### src/rtl/vppm_pkg.sv
`default_nettype none
// ============================================================================
//  Module      : vppm_pkg
//  Description : Shared constants for the VPPM demodulator slice: state
//                encoding of the decision FSM and default geometry.
//  Revision    : 1.0  initial release
// ============================================================================
package vppm_pkg;

    // Default symbol geometry
    localparam int c_SPS_DEFAULT   = 32;
    localparam int c_NBCNT_DEFAULT = 8;

    // Decision FSM state encoding
    localparam logic [0:0] ST_IDLE = 1'b0;
    localparam logic [0:0] ST_RX   = 1'b1;

endpackage : vppm_pkg
`default_nettype wire

### src/rtl/vppm_slicer.sv
`default_nettype none
// ============================================================================
//  Module      : vppm_slicer
//  Description : Hysteresis slicer for the filtered sample stream. Produces
//                the light level of the current valid sample and a rise flag
//                (0->1 between consecutive valid samples).
//  Revision    : 1.0  initial release
// ============================================================================
module vppm_slicer #(
    parameter int NBITS1 = 16
) (
    input  logic                     clk,
    input  logic                     rst,
    input  logic signed [NBITS1-1:0] sample_in,
    input  logic                     sample_valid,
    input  logic signed [NBITS1-1:0] thresh_hi,
    input  logic signed [NBITS1-1:0] thresh_lo,
    output logic                     level,
    output logic                     rise
);

    logic r_level;
    logic w_level_next;

    // Level the current sample resolves to; the rising threshold wins when
    // both thresholds are satisfied, otherwise the previous level is held.
    always_comb begin
        w_level_next = r_level;
        if (sample_in >= thresh_hi) begin
            w_level_next = 1'b1;
        end else if (sample_in <= thresh_lo) begin
            w_level_next = 1'b0;
        end
    end

    // Remember the level of the last valid sample for rise detection
    always_ff @(posedge clk) begin
        if (rst) begin
            r_level <= 1'b0;
        end else if (sample_valid) begin
            r_level <= w_level_next;
        end
    end

    // Current-sample level is exposed combinationally so the demodulator can
    // count the very sample that caused a rise.
    assign level = w_level_next;
    assign rise  = sample_valid & w_level_next & ~r_level;

endmodule : vppm_slicer
`default_nettype wire

### src/rtl/vppm_demod.sv
`default_nettype none
// ============================================================================
//  Module      : vppm_demod
//  Description : VPPM demodulator. Slices filtered samples with hysteresis,
//                acquires symbol timing from a rise after a dark period and
//                decides one bit per symbol by comparing high-sample counts
//                of the two symbol halves.
//  Config      : DUTY_OUT_EN - adds duty_out, the high-sample total of each
//                decided symbol (dimming estimate).
//  Revision    : 1.0  initial release
// ============================================================================
module vppm_demod
    import vppm_pkg::*;
#(
    parameter int NBITS1 = 16,
    parameter int SPS    = c_SPS_DEFAULT,
    parameter int NBCNT  = c_NBCNT_DEFAULT
) (
    input  logic                     clk,
    input  logic                     rst,
    input  logic signed [NBITS1-1:0] sample_in,
    input  logic                     sample_valid,
    input  logic signed [NBITS1-1:0] thresh_hi,
    input  logic signed [NBITS1-1:0] thresh_lo,
    output logic                     bit_out,
    output logic                     bit_valid,
    output logic                     bit_err,
    output logic                     locked,
    output logic                     frame_end
`ifdef DUTY_OUT_EN
    ,
    output logic [NBCNT-1:0]         duty_out
`endif
);

    localparam logic [NBCNT-1:0] c_SPS  = NBCNT'(SPS);
    localparam logic [NBCNT-1:0] c_HALF = NBCNT'(SPS / 2);
    localparam logic [NBCNT-1:0] c_LAST = NBCNT'(SPS - 1);
    localparam logic [NBCNT-1:0] c_ONE  = NBCNT'(1);

    logic [0:0]       r_state;
    logic [NBCNT-1:0] r_low_run;
    logic [NBCNT-1:0] r_sym_idx;
    logic [NBCNT-1:0] r_cnt_a;
    logic [NBCNT-1:0] r_cnt_b;
    logic             r_bit_out;
    logic             r_bit_valid;
    logic             r_bit_err;
    logic             r_frame_end;

    logic             w_level;
    logic             w_rise;
    logic             w_in_a;
    logic             w_last;
    logic             w_dark;
    logic [NBCNT-1:0] w_cnt_a_next;
    logic [NBCNT-1:0] w_cnt_b_next;

    vppm_slicer #(
        .NBITS1       (NBITS1)
    ) u_slicer (
        .clk          (clk),
        .rst          (rst),
        .sample_in    (sample_in),
        .sample_valid (sample_valid),
        .thresh_hi    (thresh_hi),
        .thresh_lo    (thresh_lo),
        .level        (w_level),
        .rise         (w_rise)
    );

    // Half-counts including the current sample, so the last sample of a
    // symbol takes part in its own decision.
    always_comb begin
        w_in_a       = (r_sym_idx < c_HALF);
        w_last       = (r_sym_idx == c_LAST);
        w_cnt_a_next = r_cnt_a;
        w_cnt_b_next = r_cnt_b;
        if (w_level) begin
            if (w_in_a) begin
                w_cnt_a_next = r_cnt_a + c_ONE;
            end else begin
                w_cnt_b_next = r_cnt_b + c_ONE;
            end
        end
        w_dark = (w_cnt_a_next == '0) && (w_cnt_b_next == '0);
    end

    // Acquisition / decision FSM with symbol counters and output strobes
    always_ff @(posedge clk) begin
        if (rst) begin
            r_state     <= ST_IDLE;
            r_low_run   <= '0;
            r_sym_idx   <= '0;
            r_cnt_a     <= '0;
            r_cnt_b     <= '0;
            r_bit_out   <= 1'b0;
            r_bit_valid <= 1'b0;
            r_bit_err   <= 1'b0;
            r_frame_end <= 1'b0;
        end else begin
            r_bit_valid <= 1'b0;
            r_frame_end <= 1'b0;
            if (sample_valid) begin
                case (r_state)
                    ST_IDLE: begin
                        if (w_rise && (r_low_run == c_SPS)) begin
                            // Rising sample is index 0 of the first symbol;
                            // counters are already clear in idle.
                            r_state   <= ST_RX;
                            r_cnt_a   <= w_cnt_a_next;
                            r_cnt_b   <= w_cnt_b_next;
                            r_sym_idx <= c_ONE;
                            r_low_run <= '0;
                        end else if (w_level) begin
                            r_low_run <= '0;
                        end else if (r_low_run != c_SPS) begin
                            r_low_run <= r_low_run + c_ONE;
                        end
                    end
                    ST_RX: begin
                        if (w_last) begin
                            r_sym_idx <= '0;
                            r_cnt_a   <= '0;
                            r_cnt_b   <= '0;
                            if (w_dark) begin
                                // A fully dark symbol ends the frame and
                                // already counts as a full low run.
                                r_state     <= ST_IDLE;
                                r_frame_end <= 1'b1;
                                r_low_run   <= c_SPS;
                            end else begin
                                r_bit_valid <= 1'b1;
                                r_bit_out   <= (w_cnt_b_next > w_cnt_a_next);
                                r_bit_err   <= (w_cnt_b_next == w_cnt_a_next);
                            end
                        end else begin
                            r_sym_idx <= r_sym_idx + c_ONE;
                            r_cnt_a   <= w_cnt_a_next;
                            r_cnt_b   <= w_cnt_b_next;
                        end
                    end
                    default: begin
                        r_state <= ST_IDLE;
                    end
                endcase
            end
        end
    end

`ifdef DUTY_OUT_EN
    logic [NBCNT-1:0] r_duty;

    // Dimming estimate: total high samples of each decided symbol
    always_ff @(posedge clk) begin
        if (rst) begin
            r_duty <= '0;
        end else if (sample_valid && (r_state == ST_RX) && w_last && !w_dark) begin
            r_duty <= w_cnt_a_next + w_cnt_b_next;
        end
    end

    assign duty_out = r_duty;
`endif

    assign bit_out   = r_bit_out;
    assign bit_valid = r_bit_valid;
    assign bit_err   = r_bit_err;
    assign frame_end = r_frame_end;
    assign locked    = (r_state == ST_RX);

endmodule : vppm_demod
`default_nettype wire

### config.mk
export PLATFORM = sky130hd
export DESIGN_NAME = vppm_demod
export DESIGN_NICKNAME = d
export VERILOG_FILES = /design/src/rtl/vppm_pkg.sv /design/src/rtl/vppm_slicer.sv /design/src/rtl/vppm_demod.sv
export SDC_FILE = /design/constraint.sdc
export NUM_CORES = 1
export LEC_CHECK = 0
export CAP_MARGIN = 20
export CORE_MARGIN = 5
export CORE_UTILIZATION = 40
export CTS_BUF_LIST = sky130_fd_sc_hd__clkbuf_4 sky130_fd_sc_hd__clkbuf_8
export CTS_CLUSTER_DIAMETER = 100
export DETAILED_ROUTE_END_ITERATION = 10
export GPL_TIMING_DRIVEN = 0
export PLACE_DENSITY_LB_ADDON = 0.3
export RECOVER_POWER = 100
export SYNTH_ARGS = -nofsm -noshare
export SYNTH_HDL_FRONTEND = slang
export SYNTH_SLANG_ARGS = --single-unit
### constraint.sdc
create_clock -name clk -period 6.34 [get_ports clk]
set_input_delay 1.902 -clock clk [delete_from_list [all_inputs] [get_ports clk]]
set_output_delay 1.902 -clock clk [all_outputs]
set_load 0.005 [all_outputs]
After elaboration in Yosys (flattened, before gate mapping)
Index checks and enable logic that the tools add are counted.

Output and inout port bits: 5. Register bits after elaboration: 38.

$lt $le $gt $ge: 4. Bitwise gates (word level): 7. Reduce and logical (&&, ||, !) cells: 8. Equal/unequal tests: 8. Muxes and demuxes: 26. Add/subtract/negate cells: 4.

Operator list (count): $mux W8 (15); $pmux W8 S2 (4); $add A8 B1 Y8 const B (4); $ge A16 B16 Y1 (1); $le A16 B16 Y1 (1); $logic_not A8 Y1 (2); $eq A8 B5 Y1 const B (1); $eq A8 B6 Y1 const B (1); $eq A8 B8 Y1 (1); $gt A8 B8 Y1 (1); $lt A8 B5 Y1 const B (1); $ne A8 B6 Y1 const B (1); $reduce_and A4 Y1 (2); $mux W1 (6); $not A1 Y1 (5); $ne A2 B1 Y1 const B (2); $ne A4 B3 Y1 const B (1); $reduce_or A4 Y1 (1); $and A1 B1 Y1 (2); $logic_and A1 B1 Y1 (2); $ne A2 B2 Y1 const B (1); $pmux W1 S2 (1); $reduce_and A2 Y1 (1).

Logic depth before layout (Yosys ltp)
Depth after elaboration: 9. Mapped depth: 18. Depth with buffers taken out: 17.

Hierarchy
A second synthesis with hierarchy kept.

Cells, all modules: 444. Area total of the unflattened synthesis: 3469.6 µm².

By module, submodules not included: vppm_demod (sequential area each 740.7 µm², cells an instance 318, area each 2533.7 µm², times used 1); vppm_slicer (sequential area each 20.0 µm², cells an instance 126, area each 935.9 µm², times used 1).

Worst setup path before layout
No wires, ideal clock.

Kind: input to register. Start: in thresh_hi[1]. End: reg r_bit_out, in the netlist bit_out. Buffers on the path: 1. Slack: 0.701 ns. Arrival time: 5.506 ns. Stages on the path: 17. Path through: inv_1 > ha_1 > nor2b_1 > o211ai_1 > a2111oi_4 > or4_1 > a21oi_2 > clkbuf_1 > nor2_1 > xnor2_1 > ha_1 > and3_1 > a221o_1 > a21oi_1 > o21ai_0 > o311ai_0 > mux2i_1.

Longest elaborated chain between the ends: 7. Elaborated cells on any way between the ends: 10. Classes of those cells: 2 x order compare; 3 x mux; 1 x bitwise; 4 x reduce/logical.

RTL lines: start: declaration (line vppm_demod.sv:23) `input logic signed [NBITS1-1:0] thresh_hi,`; $ge A16 B16 Y1 (*) (line vppm_slicer.sv:29) `if (sample_in >= thresh_hi) begin`; $mux W1 (*) (line vppm_slicer.sv:29); parallel branches: the longest is 5 deep, another holds $gt A8 B8 Y1; end signal: assignment (line vppm_demod.sv:134) `r_bit_out <= (w_cnt_b_next > w_cnt_a_next);`; end: declaration (line vppm_demod.sv:46) `logic r_bit_out;`.

Mark *: on every way between the ends. A chain may end at the register's enable or synchronous reset.

Worst setup path in the final report
Start: in thresh_hi[15]. End: reg r_bit_out, in the netlist bit_out.

Same word-level chain as after synthesis.

==> out/metrics.yaml <==
path_max_fanout: 10
grt_first_pass_wirelength_mm: 16.8
finalSetupViolations: 0
hold_violations: 0
multiInputGateArea_mm2: 0.00258
max_slew.worst_pin.slew_ns: 0.886
fin_crit_sh: 0.969
r2r_start: "r_sym_idx[4]$_SDFFE_PP0P_"
post-route-cell-area_mm2: 0.00445
n_antenna_cell: 0
place_area_mm2: 0.00423
vias: 3695
ant_nets: 0
clock-sinks: 38
clk_pin_slew_worst_paths_ns: 0.08
dp_cells: 616
arrival_ns: 6.31
hp-start: "bit_out$_SDFFE_PP0P_"
io_pins: 56
crit_path_top_delay_cell: "or4_1"
gp_congestion: 0.886
seq_area_um2: 761
synth_seq_cells: 38
grt_pass1_vias: 3445
firstDrtPassIters: 5
final_layout_size_suffix_gt1_frac: 0.0747
route.detailed.wl_per_inst_um: 16.2
finClkSkew_ns: 0.00753
port_buffers: 55
clk_latency_ns: 0.30
worstPathRequired_ns: 6.51
clk_path_buf_depth: 2
final_nets: 616
floorplan.die_area_mm2: 0.0108
maxCapViolations: 0
ir_drop_uv: 106
viasPerCell: 5.87
status: "finished clean"
core_mm2: 0.00868
ys_async_sr_fraction: 0
powerDensity_mw_per_mm2: 160
critPathMaxStageDelay_ns: 0.61
crit_chain: "clkdlybuf4s50_1 > inv_1 > ha_1 > a21oi_1 > o21ai_1 > a21o_1 > or4_1 > a21oi_4 > clkbuf_4 > nor2_1 > xnor2_1 > ha_1 > and3_1 > a221o_1 > a21oi_1 > o21ai_0 > o311ai_0 > mux2i_1"
grt.total_usage: 0.181
slew_viol_final: 0
grt_most_used_layer: "met2"
reg2reg_depth: 13
cts_root_buffer: "clkbuf_8"
htree_levels: 2
period_minus_slack_ns: 6.15
grtUsageMet2: 0.279
ys_warn_count: 0
gr-total-overflow: 0
cts_tree: "built"
syn_area_per_cell_um2: 7.82
synth_ff_type: "dfxtp_1"
max_freq_mhz: 163
holdPathEnd: "bit_out$_SDFFE_PP0P_"
synthCells: 453
synth-seq-area-share: 0.215
crit_start: "thresh_hi[15]"
met1_usage: 0.252
start_util: 0.408
rr_endpoint: "bit_out$_SDFFE_PP0P_"
p_leak_nw: 1.86
numCtsBuffers: 5
drt_iter0_markers: 331
grt_use_met3: 0.0385
nFillCells: 853
synth_cell_types: 70
die_h_um: 104
antenna_found_initial: 0
remaining_drc_errors: 0
fin_cells: 630
dieWidth_um: 104
hold_buffers: 0
syn_area_mm2: 0.00354
slew_headroom: 0.404
startpoint_type: "primary input"
drt-total-wl_mm: 10.2
ff2ff_setup_slack_ns: 2.33
hold_path_class: "register to register"
syn2layout_area_growth_pct: 25.7
hold_depth: 2
synth_edf_count: 0
holdWs_ns: 0.467
dp.final_hpwl_mm: 7.68
grt_max_degree: 13
fp-row-count: 34
synth_nets: 548
worstSetupPathType: "primary input to register"
worst_setup_path_end_kind: "register"
==> cell usage in the layout, fill, tap and decap left out, types with 3 or more instances in the layout <==
cell type        Yosys  final
xor2_1              12     12
a31oi_1              5      5
clkbuf_1            15     13
o211ai_1             5      5
inv_1               42     42
dlygate4sd3_1        0      5
o31ai_1              5      4
o22ai_1              3      3
o21ai_0             15     15
nor4_1               7      6
a22oi_1              9      9
nor2_1              39     39
nand2_1             28     28
mux2_2               3      3
ha_1                44     44
and3_1              15     15
nor2b_1              5      5
a21oi_1             31     31
buf_4                0      6
a311oi_1             4      4
nor3_1              12     12
xnor2_1              6      6
clkbuf_8             0      6
nor4b_1              3      3
o41ai_2              3      3
dfxtp_1             38     38
nand3_1             17     17
a21o_1               8      8
clkdlybuf4s50_1      0     50
o21ai_1             10      9
nand4_1             14     14
==> Yosys cell counts, drive strengths merged (4+ instances only) <==
cell type,count,share of area
a21o,8,0.017
a21oi,32,0.046
a22oi,9,0.019
a311oi,4,0.0099
a31oi,5,0.0088
and3,15,0.027
clkbuf,15,0.016
dfxtp,38,0.21
ha,44,0.16
inv,42,0.045
mux2,4,0.013
nand2,28,0.030
nand3,17,0.024
nand4,15,0.031
nor2,39,0.041
nor2b,5,0.0088
nor3,13,0.020
nor4,8,0.016
o211ai,5,0.011
o21ai,25,0.035
o31ai,5,0.011
o41ai,5,0.019
xnor2,6,0.015
xor2,12,0.030
==> area by class of cell <==
| cell class | count | area share |
|---|---|---|
| plain buffers | 18 | 0.0169 |
| clock buffers | 6 | 0.0185 |
| clock inverters | 2 | 0.0135 |
| inverters | 42 | 0.0354 |
| multi-input cells | 355 | 0.581 |
| flip-flops and latches | 38 | 0.171 |
| well taps | 108 | 0.0304 |
| repair buffers | 61 | 0.134 |
==> kinds of logic (layout without fill, tap and decap cells) <==
kind of cell               after synthesis  in the layout  synth area share
DFF                                     38             38             0.215
muxes                                    6              6            0.0184
AOI/OAI and AO/OA                      127            127             0.259
xor gates and xnor gates                18             18            0.0445
adders and majority gates               44             44             0.155
and+or+nand+nor                        160            160             0.243
buffers and inverters                   60            129            0.0643
==> critical path, delay by kind of cell <==
family / cells / cell delay (ns)
AOI/OAI and AO/OA: 8 / 1.80
and+or+nand+nor: 3 / 0.88
buffers and inverters: 3 / 0.78
adders and majority gates: 2 / 0.69
xor gates and xnor gates: 1 / 0.13
muxes: 1 / 0.12
==> state kept, by name, indices dropped and copies added, names as in the netlist <==
name              count
bit_err               1
bit_out               1
bit_valid             1
frame_end             1
locked                1
r_cnt_a               8
r_cnt_b               8
r_low_run             8
r_sym_idx             8
u_slicer.r_level      1
==> through the flow <==
stage               utilization  TNS (ns)  power [W]  setup WS (ns)
finish                    0.513         0   0.000714          0.194
global route              0.513   -0.0219   0.000750        -0.0219
CTS                       0.505         0   0.000703         0.0513
detailed placement        0.487    -0.691   0.000438         -0.533
global placement          0.487    -0.552   0.000434         -0.481
floorplan                     -         0   0.000367          0.701
==> worst max-delay path by stage <==
stage / end / cells after the start
finish: bit_out$_SDFFE_PP0P_ / 18
global route: bit_out$_SDFFE_PP0P_ / 18
CTS: bit_out$_SDFFE_PP0P_ / 18
detailed placement: bit_out$_SDFFE_PP0P_ / 18
global placement: bit_out$_SDFFE_PP0P_ / 18
floorplan: bit_out$_SDFFE_PP0P_ / 17
==> per-layer routing <==
layer / share of wire / up-vias
li1: - / 1830
met1: 0.47 / 1676
met2: 0.43 / 169
met3: 0.076 / 20
met4: 0.022 / 0
met5: 0 / -
==> report_power, final <==
part	switching [W]	total, W	internal (W)
registers	0.00000524	0.000247	0.000242
logic	0.000112	0.000203	0.0000912
clock network	0.0000958	0.000264	0.000168
==> repair_timing <==
item | 4_1_cts | 5_1_grt
cloned | 0 | 0
setup endpoints to repair | 1 | 1
setup buffers | 0 | 6
pin swaps | 0 | 2
endpoints found under the hold margin | 0 | 0
resized for setup | 4 | 6
Note: power is estimated with default switching activity, not from simulation.
